--- src/rtl/i2c_reg_target.sv ---
// I2C register target: 7-bit device address, 16-bit register pointer, 8-bit data.
// Oversamples SCL/SDA on clk; decodes writes into wr_* strobes and serves reads from rd_data.
module i2c_reg_target #(
  parameter logic [6:0]  DEV_ADDR    = 7'h24,
  parameter int unsigned SYNC_STAGES = 2
) (
  input  logic        clk,
  input  logic        rst,
  input  logic        scl_i,
  input  logic        sda_i,
  output logic        sda_o,
  output logic        sda_t,
  output logic        wr_valid,
  output logic [15:0] wr_addr,
  output logic [7:0]  wr_data,
  output logic [15:0] rd_addr,
  input  logic [7:0]  rd_data,
  output logic        rd_req,
  output logic        busy
);

  typedef enum logic [3:0] {
    StIdle, StAddr, StAAck, StRegHi, StRegLo, StWrByte, StRdByte, StMAck, StIgnore
  } state_e;

  logic [SYNC_STAGES-1:0] scl_sync_q, sda_sync_q;
  logic                   scl_hist_q, sda_hist_q;
  logic                   scl_s, sda_s, sda_chg;
  logic                   start_det, stop_det, scl_rise, scl_fall;

  state_e      state_q, state_d;
  logic [3:0]  bit_cnt_q, bit_cnt_d;
  logic [7:0]  shift_q, shift_d;
  logic [7:0]  tx_q, tx_d;
  logic        rw_q, rw_d;
  logic        sda_q, sda_d;
  logic        busy_q, busy_d;
  logic        wr_valid_q, wr_valid_d;
  logic [15:0] wr_addr_q, wr_addr_d;
  logic [7:0]  wr_data_q, wr_data_d;
  logic [15:0] rd_addr_q, rd_addr_d;
  logic        rd_req_q, rd_req_d;
  logic        rd_cap_q, rd_cap_d;

  assign scl_s   = scl_sync_q[SYNC_STAGES-1];
  assign sda_s   = sda_sync_q[SYNC_STAGES-1];
  assign sda_chg = sda_s ^ sda_hist_q;

  // START/STOP win over a coincident SCL edge, which is then not a data edge.
  assign start_det = scl_hist_q & sda_hist_q & ~sda_s;
  assign stop_det  = scl_hist_q & ~sda_hist_q & sda_s;
  assign scl_rise  = scl_s & ~scl_hist_q & ~sda_chg;
  assign scl_fall  = ~scl_s & scl_hist_q & ~sda_chg;

  // State register
  always_ff @(posedge clk) begin
    if (rst) begin
      scl_sync_q <= '1;
      sda_sync_q <= '1;
      scl_hist_q <= 1'b1;
      sda_hist_q <= 1'b1;
      state_q    <= StIdle;
      bit_cnt_q  <= '0;
      shift_q    <= '0;
      tx_q       <= '0;
      rw_q       <= 1'b0;
      sda_q      <= 1'b1;
      busy_q     <= 1'b0;
      wr_valid_q <= 1'b0;
      wr_addr_q  <= '0;
      wr_data_q  <= '0;
      rd_addr_q  <= '0;
      rd_req_q   <= 1'b0;
      rd_cap_q   <= 1'b0;
    end else begin
      scl_sync_q <= {scl_sync_q[SYNC_STAGES-2:0], scl_i};
      sda_sync_q <= {sda_sync_q[SYNC_STAGES-2:0], sda_i};
      scl_hist_q <= scl_s;
      sda_hist_q <= sda_s;
      state_q    <= state_d;
      bit_cnt_q  <= bit_cnt_d;
      shift_q    <= shift_d;
      tx_q       <= tx_d;
      rw_q       <= rw_d;
      sda_q      <= sda_d;
      busy_q     <= busy_d;
      wr_valid_q <= wr_valid_d;
      wr_addr_q  <= wr_addr_d;
      wr_data_q  <= wr_data_d;
      rd_addr_q  <= rd_addr_d;
      rd_req_q   <= rd_req_d;
      rd_cap_q   <= rd_cap_d;
    end
  end

  // Next-state logic
  always_comb begin
    state_d    = state_q;
    bit_cnt_d  = bit_cnt_q;
    shift_d    = shift_q;
    rw_d       = rw_q;
    sda_d      = sda_q;
    busy_d     = busy_q;
    wr_valid_d = 1'b0;
    wr_addr_d  = wr_addr_q;
    wr_data_d  = wr_data_q;
    rd_addr_d  = rd_addr_q;
    rd_req_d   = 1'b0;
    rd_cap_d   = rd_req_q;
    // rd_data is sampled one clock after the rd_req pulse
    tx_d       = rd_cap_q ? rd_data : tx_q;

    if (start_det) begin
      state_d   = StAddr;
      bit_cnt_d = '0;
      busy_d    = 1'b1;
      sda_d     = 1'b1;
    end else if (stop_det) begin
      state_d   = StIdle;
      bit_cnt_d = '0;
      busy_d    = 1'b0;
      sda_d     = 1'b1;
    end else begin
      unique case (state_q)
        StIdle, StIgnore: sda_d = 1'b1;
        StAddr: begin
          if (scl_rise) begin
            shift_d   = {shift_q[6:0], sda_s};
            bit_cnt_d = bit_cnt_q + 4'd1;
            if (bit_cnt_q == 4'd7) begin
              bit_cnt_d = '0;
              rw_d      = sda_s;
              state_d   = (shift_q[6:0] == DEV_ADDR) ? StAAck : StIgnore;
            end
          end
        end
        StAAck: begin
          if (scl_fall && bit_cnt_q == 4'd0) begin
            sda_d     = 1'b0;
            bit_cnt_d = 4'd1;
          end else if (scl_rise && bit_cnt_q == 4'd1) begin
            bit_cnt_d = '0;
            if (rw_q) begin
              rd_req_d = 1'b1;
              state_d  = StRdByte;
            end else begin
              state_d = StRegHi;
            end
          end
        end
        StRegHi, StRegLo, StWrByte: begin
          // bit_cnt 8 is the ACK slot; its rising edge commits the byte
          if (scl_rise) begin
            if (bit_cnt_q == 4'd8) begin
              bit_cnt_d = '0;
              if (state_q == StRegHi) begin
                rd_addr_d[15:8] = shift_q;
                state_d         = StRegLo;
              end else if (state_q == StRegLo) begin
                rd_addr_d[7:0] = shift_q;
                state_d        = StWrByte;
              end else begin
                wr_valid_d = 1'b1;
                wr_addr_d  = rd_addr_q;
                wr_data_d  = shift_q;
                rd_addr_d  = rd_addr_q + 16'd1;
              end
            end else begin
              shift_d   = {shift_q[6:0], sda_s};
              bit_cnt_d = bit_cnt_q + 4'd1;
            end
          end else if (scl_fall) begin
            sda_d = (bit_cnt_q == 4'd8) ? 1'b0 : 1'b1;
          end
        end
        StRdByte: begin
          if (scl_fall) begin
            if (bit_cnt_q == 4'd8) begin
              sda_d     = 1'b1;
              bit_cnt_d = '0;
              state_d   = StMAck;
            end else begin
              sda_d = tx_q[3'd7 - bit_cnt_q[2:0]];
            end
          end else if (scl_rise) begin
            bit_cnt_d = bit_cnt_q + 4'd1;
          end
        end
        StMAck: begin
          if (scl_rise) begin
            bit_cnt_d = '0;
            rd_addr_d = rd_addr_q + 16'd1;
            if (!sda_s) begin
              rd_req_d = 1'b1;
              state_d  = StRdByte;
            end else begin
              state_d = StIgnore;
            end
          end
        end
        default: state_d = StIdle;
      endcase
    end
  end

  // Outputs
  always_comb begin
    sda_o    = sda_q;
    sda_t    = sda_q;
    busy     = busy_q;
    wr_valid = wr_valid_q;
    wr_addr  = wr_addr_q;
    wr_data  = wr_data_q;
    rd_addr  = rd_addr_q;
    rd_req   = rd_req_q;
  end

endmodule

--- config.mk ---
export PLATFORM = sky130hd
export DESIGN_NAME = i2c_reg_target
export DESIGN_NICKNAME = d
export VERILOG_FILES = /design/src/rtl/i2c_reg_target.sv
export SDC_FILE = /design/constraint.sdc
export NUM_CORES = 1
export LEC_CHECK = 0
export CORE_MARGIN = 4
export CORE_UTILIZATION = 49
export DETAILED_ROUTE_END_ITERATION = 6
export PLACE_DENSITY = 0.76
export SETUP_SLACK_MARGIN = 0.2
export SLEW_MARGIN = 20
export SYNTH_ARGS = -nofsm -noshare
export SYNTH_HDL_FRONTEND = slang
export SYNTH_SLANG_ARGS = --single-unit
--- constraint.sdc ---
create_clock -name clk -period 2 [get_ports clk]
set_input_delay 0.2 -clock clk [delete_from_list [all_inputs] [get_ports clk]]
set_output_delay 0.2 -clock clk [all_outputs]
set_load 0.05 [all_outputs]
Word level (Yosys, flattened, before mapping). Index checks and enable logic that the tools add are counted.

Logic and storage cells: 167. Output and inout bits: 45. Flip-flop bits (word level): 76.

$lt $le $gt $ge: 1. Reduce and logical (&&, ||, !) cells: 22. $add $sub $neg: 3. Bitwise operators: 22. Eq/ne operators: 42. Mux-type cells: 58.

Operators by type and width (number): 2-to-1 mux 4 bit (23); 2-to-1 mux 8 bit (7); 2-to-1 mux 16 bit (3); inequality test 4 bit (second input constant) (9); one-hot mux 16 bit (2 select lines) (1); inequality test 2 bit (second input constant) (14); AND reduction 7 bit (4); one-hot mux 4 bit (6 select lines) (1); AND reduction 11 bit (2); == test 4 x 3 -> 1 bit (second input constant) (5); one-hot mux 4 bit (5 select lines) (1); inequality test 3 bit (second input constant) (6); 2-to-1 mux 1 bit (17); adder 16 x 1 -> 16 bit (second input constant) (1); one-hot mux 8 bit (2 select lines) (1); inverter 1 bit (13); AND reduction 5 bit (2); bitwise AND 1 bit (8); == test 4 x 1 -> 1 bit (second input constant) (2); == test 4 x 2 -> 1 bit (second input constant) (2); == test 4 bit (second input constant) (2); logical NOT 4 bit (2); == test 7 x 6 -> 1 bit (second input constant) (1); OR reduction 7 bit (1); other kinds (16) (20).

Logic depth before layout (Yosys ltp).
Depth in word-level cells: 9. Gate-level depth with buffers: 10. Gate-level depth less buffers: 8.

Worst setup path before layout. No wires, ideal clock.

Path type: register to register. Start: reg rd_addr_q[4], in the netlist rd_addr[4]. End: reg rd_addr_q[15], in the netlist rd_addr[15]. Arrival: 2.003 ns. Slack: -0.089 ns. Library setup time: 0.086 ns. Cell stages (with the launch flop): 7. Path buffers: 0. Path through: dfxtp_1 -> nand4_1 -> nor3_1 -> nand3_1 -> o21ai_0 -> a21oi_1 -> a211oi_1.

Cells in the longest elaborated chain, start to end: 6. Elaborated cells between the ends (all ways): 7.

RTL lines: from (decl) (RTL line 41) `logic [15:0] rd_addr_q, rd_addr_d;`; from (signal assigned) (RTL line 90) `rd_addr_q <= rd_addr_d;`; adder 16 x 1 -> 16 bit * (RTL line 166, 192); 2-to-1 mux 8 bit (RTL line 159) `end else if (state_q == StRegLo) begin`; 2-to-1 mux 8 bit (RTL line 156) `if (state_q == StRegHi) begin`; 2-to-1 mux 16 bit (RTL line 154) `if (bit_cnt_q == 4'd8) begin`; 2-to-1 mux 16 bit (RTL line 153) `if (scl_rise) begin`; one-hot mux 16 bit (2 select lines) * (RTL line 124) `unique case (state_q)`.

Every way passes the cells marked *; elsewhere a longest branch is shown, timed or not. The select of a mux whose other input is x is not followed. A chain may end at the register's enable or synchronous reset.

Worst setup path after layout.
Start: reg sda_hist_q. End: reg bit_cnt_q[2].

Cells in the longest elaborated chain, start to end: 6. Elaborated cells between the ends (all ways): 22.

RTL lines: from (decl) (RTL line 27) `logic scl_hist_q, sda_hist_q;`; from (signal assigned) (RTL line 79) `sda_hist_q <= sda_s;`; bitwise XOR 1 bit (RTL line 47) `assign sda_chg = sda_s ^ sda_hist_q;`; inverter 1 bit (RTL line 52, 53); bitwise AND 1 bit (on tied branches) (RTL line 53, 52); logical AND 1 bit (on tied branches) (RTL line 138, 141); inequality test 3 bit (no source line) / 2-to-1 mux 4 bit (equally long branches); AND reduction 7 bit (no source line) / one-hot mux 4 bit (5 select lines) (equally long branches); to (signal assigned) (RTL line 81) `bit_cnt_q <= bit_cnt_d;`; to (decl) (RTL line 32) `logic [3:0] bit_cnt_q, bit_cnt_d;`.

Several ways; a longest one is shown, not always the timed one.

==> flow_metrics.env <==
export IMPL_outcome="complete, but fails checks"
export IMPL_violations="negative setup slack"
export IMPL_hpwl_mm=7.16
export IMPL_antenna_found_initial=0
export IMPL_synth_async_reset_ratio_pct=0
export IMPL_num_io_pins=57
export IMPL_h_tree_depth=3
export IMPL_dp_slack_ns=-0.0188
export IMPL_timing_fmax_ghz=0.495
export IMPL_layout_commonest_cell="nand2_1"
export IMPL_r2r_cells=6
export IMPL_ys_ff_latch=76
export IMPL_drive_gt1_share_pct=34.9
export IMPL_grt_pass1_vias=3799
export IMPL_synth_cell_types=62
export IMPL_routedWlPerCell_um=17.6
export IMPL_r2r_start="sda_hist_q"
export IMPL_cts_made_buffers=9
export IMPL_drtIter0Drc=381
export IMPL_fillers=461
export IMPL_crit_arrival_ns=2.32
export IMPL_vias=4057
export IMPL_synth_edf_count=0
export IMPL_area_growth_pct=53.5
export IMPL_synthFlopType="dfxtp_1"
export IMPL_worst_pin_slew_ns=0.663
export IMPL_syn_instance_count=461
export IMPL_syn_area_sq_um=3740
export IMPL_avgSynthCellArea_sq_um=8.11
export IMPL_die_h_um=95.4
export IMPL_placed_cells=640
export IMPL_endpoint="bit_cnt_q[2]"
export IMPL_start_kind="flip-flop"
export IMPL_die_w_um=95.4
export IMPL_coreArea_sq_um=7330
export IMPL_dieArea_sq_um=9090
export IMPL_fin_crit_sh_pct=101
export IMPL_drcViolationCount=0
export IMPL_vias_per_cell=5.94
export IMPL_power_leakage_nw=2.20
export IMPL_overflow=0
export IMPL_first_pass_iters=5
export IMPL_cp_end_kind="flip-flop"
export IMPL_ant_nets=0
export IMPL_place_gp_congestion=0.825
export IMPL_fin_cells=683
export IMPL_power_density_nw_per_um2=514
export IMPL_ys_seq_area_share_pct=40.7
export IMPL_drv_cap=0
export IMPL_row_count=31
export IMPL_cts_sink_count=76
export IMPL_track_usage_pct=25.4
export IMPL_clockBufferDepth=2
export IMPL_r2r_end="bit_cnt_q[2]"
export IMPL_p_total_mw=2.95
export IMPL_grt_first_pass_wirelength_mm=18.1
export IMPL_grt_max_degree=52
export IMPL_root_buffer="clkbuf_8"
export IMPL_final_nets=596
export IMPL_clkLatencyLatePin_ns=0.36
export IMPL_grt_setup_unrepaired="yes"
export IMPL_tritoncts="built"
export IMPL_rrSetupSlack_ns=-0.02
export IMPL_final_core_util_pct=78.3
export IMPL_synth_warnings=0
export IMPL_maxSlewHeadroom_pct=55.8
export IMPL_hold_class="in -> reg"
export IMPL_skew_ns=0.0137
export IMPL_path_clk_slew_ns=0.09
export IMPL_antenna_cells=0
export IMPL_routed_wl_mm=12.0
export IMPL_finalHoldViolCount=0
export IMPL_fin_ws_ns=-0.0214
export IMPL_layout_common_cells="nand2_1, dfxtp_1, buf_4"
export IMPL_maxSlewViolCount=0
export IMPL_period_needed_ns=2.02
export IMPL_irDropWorstVdd_v=0.000506
export IMPL_synth_nets=477
export IMPL_required_ns=2.30
export IMPL_final_setup_viol_count=1
export IMPL_path_class="reg -> reg"
export IMPL_crit_fanout=6
export IMPL_crit_path_start="sda_hist_q"
export IMPL_start_util_pct=51.0
export IMPL_port_buffers=56
-- worst min-delay path by stage --
stage                             start            end  slack, ns  cells after the start
final                               rst        tx_q[3]       0.26                      3
after CTS                           rst        tx_q[3]       0.25                      3
after global routing                rst        tx_q[4]       0.29                      3
after floorplan                   scl_i  scl_sync_q[0]       0.30                      1
after global placement    sda_sync_q[0]  sda_sync_q[1]       0.41                      1
after detailed placement  sda_sync_q[0]  sda_sync_q[1]       0.41                      1
-- critical path: stages, from the launching register on --
cell      delay (ns)
dfxtp_4         0.37
xor2_4          0.20
nor3b_4         0.38
a31o_2          0.26
o221ai_2        0.14
or4b_1          0.48
a21oi_1         0.13
-- stage by stage --
step                      hold WS, ns  setup TNS [ns]  instance area [sq um]
after floorplan                 0.304               0                   3780
after global placement          0.409         -0.0242                   4760
after detailed placement        0.407         -0.0188                   4760
after CTS                       0.251               0                   5290
after global routing            0.289          -0.562                   5740
final                           0.256         -0.0214                   5740
-- Yosys cell counts (all sizes together), types with 6 or more instances --
master / number / area share (%)
mux2i: 22 / 5.9
o21ai: 25 / 3.3
a211oi: 10 / 2.0
nand3: 17 / 2.3
clkbuf: 25 / 2.5
a21oi: 47 / 6.3
o22ai: 6 / 1.0
dfxtp: 76 / 41
nor2: 42 / 4.3
nand2: 77 / 7.7
inv: 8 / 0.80
or2: 6 / 1.0
nor3: 10 / 1.5
buf: 7 / 1.1
and3: 8 / 1.3
-- final cells by class --
class                   instances  area, sq um  share of cell area [%]
clock buffers                  13          180                    3.14
clock inverters                 2         38.8                   0.676
well taps                      99          124                    2.16
inverters                       8         30.0                   0.523
repair buffers                140         1390                    24.2
multi-input cells             345         2430                    42.3
flip-flops and latches         76         1550                    27.0
-- what timing repair did --
action	4_1_cts	5_1_grt
buffers inserted	18	6
pin swaps	13	39
cloned	2	2
hold buffers	0	0
gates resized for setup	35	97
endpoints found under the setup margin	61	65
-- cells by family (layout without fill, tap and decap cells) --
group / count (synthesis) / in the layout / share of synthesized area (%)
mux: 24 / 24 / 7.09
simple gates: 191 / 191 / 24.2
compound gates: 125 / 125 / 21.5
buf+inv: 40 / 163 / 4.45
xor+xnor: 1 / 1 / 0.736
flops: 76 / 76 / 40.7
fa+ha+maj: 4 / 4 / 1.34
-- flip-flops by register name, summed over array words and instances (netlist names), 4 cells and up --
register	cells
wr_data	8
bit_cnt_q	4
tx_q	8
state_q	4
shift_q	8
rd_addr	16
wr_addr	16
-- per-layer routing --
metal / track usage (%) / up-vias / part of all wire (%)
li1: - / 1884 / -
met1: 34.8 / 1946 / 43
met2: 38.7 / 193 / 47
met3: 4.58 / 34 / 7.1
met4: 11.8 / 0 / 2.9
met5: 0 / - / 0
-- power breakdown --
group / total [mW] / internal (mW) / switching (mW)
logic: 0.136 / 0.0629 / 0.0730
registers: 1.52 / 1.51 / 0.00711
clock network: 1.29 / 0.719 / 0.572
(Power assumes the default switching activity.)
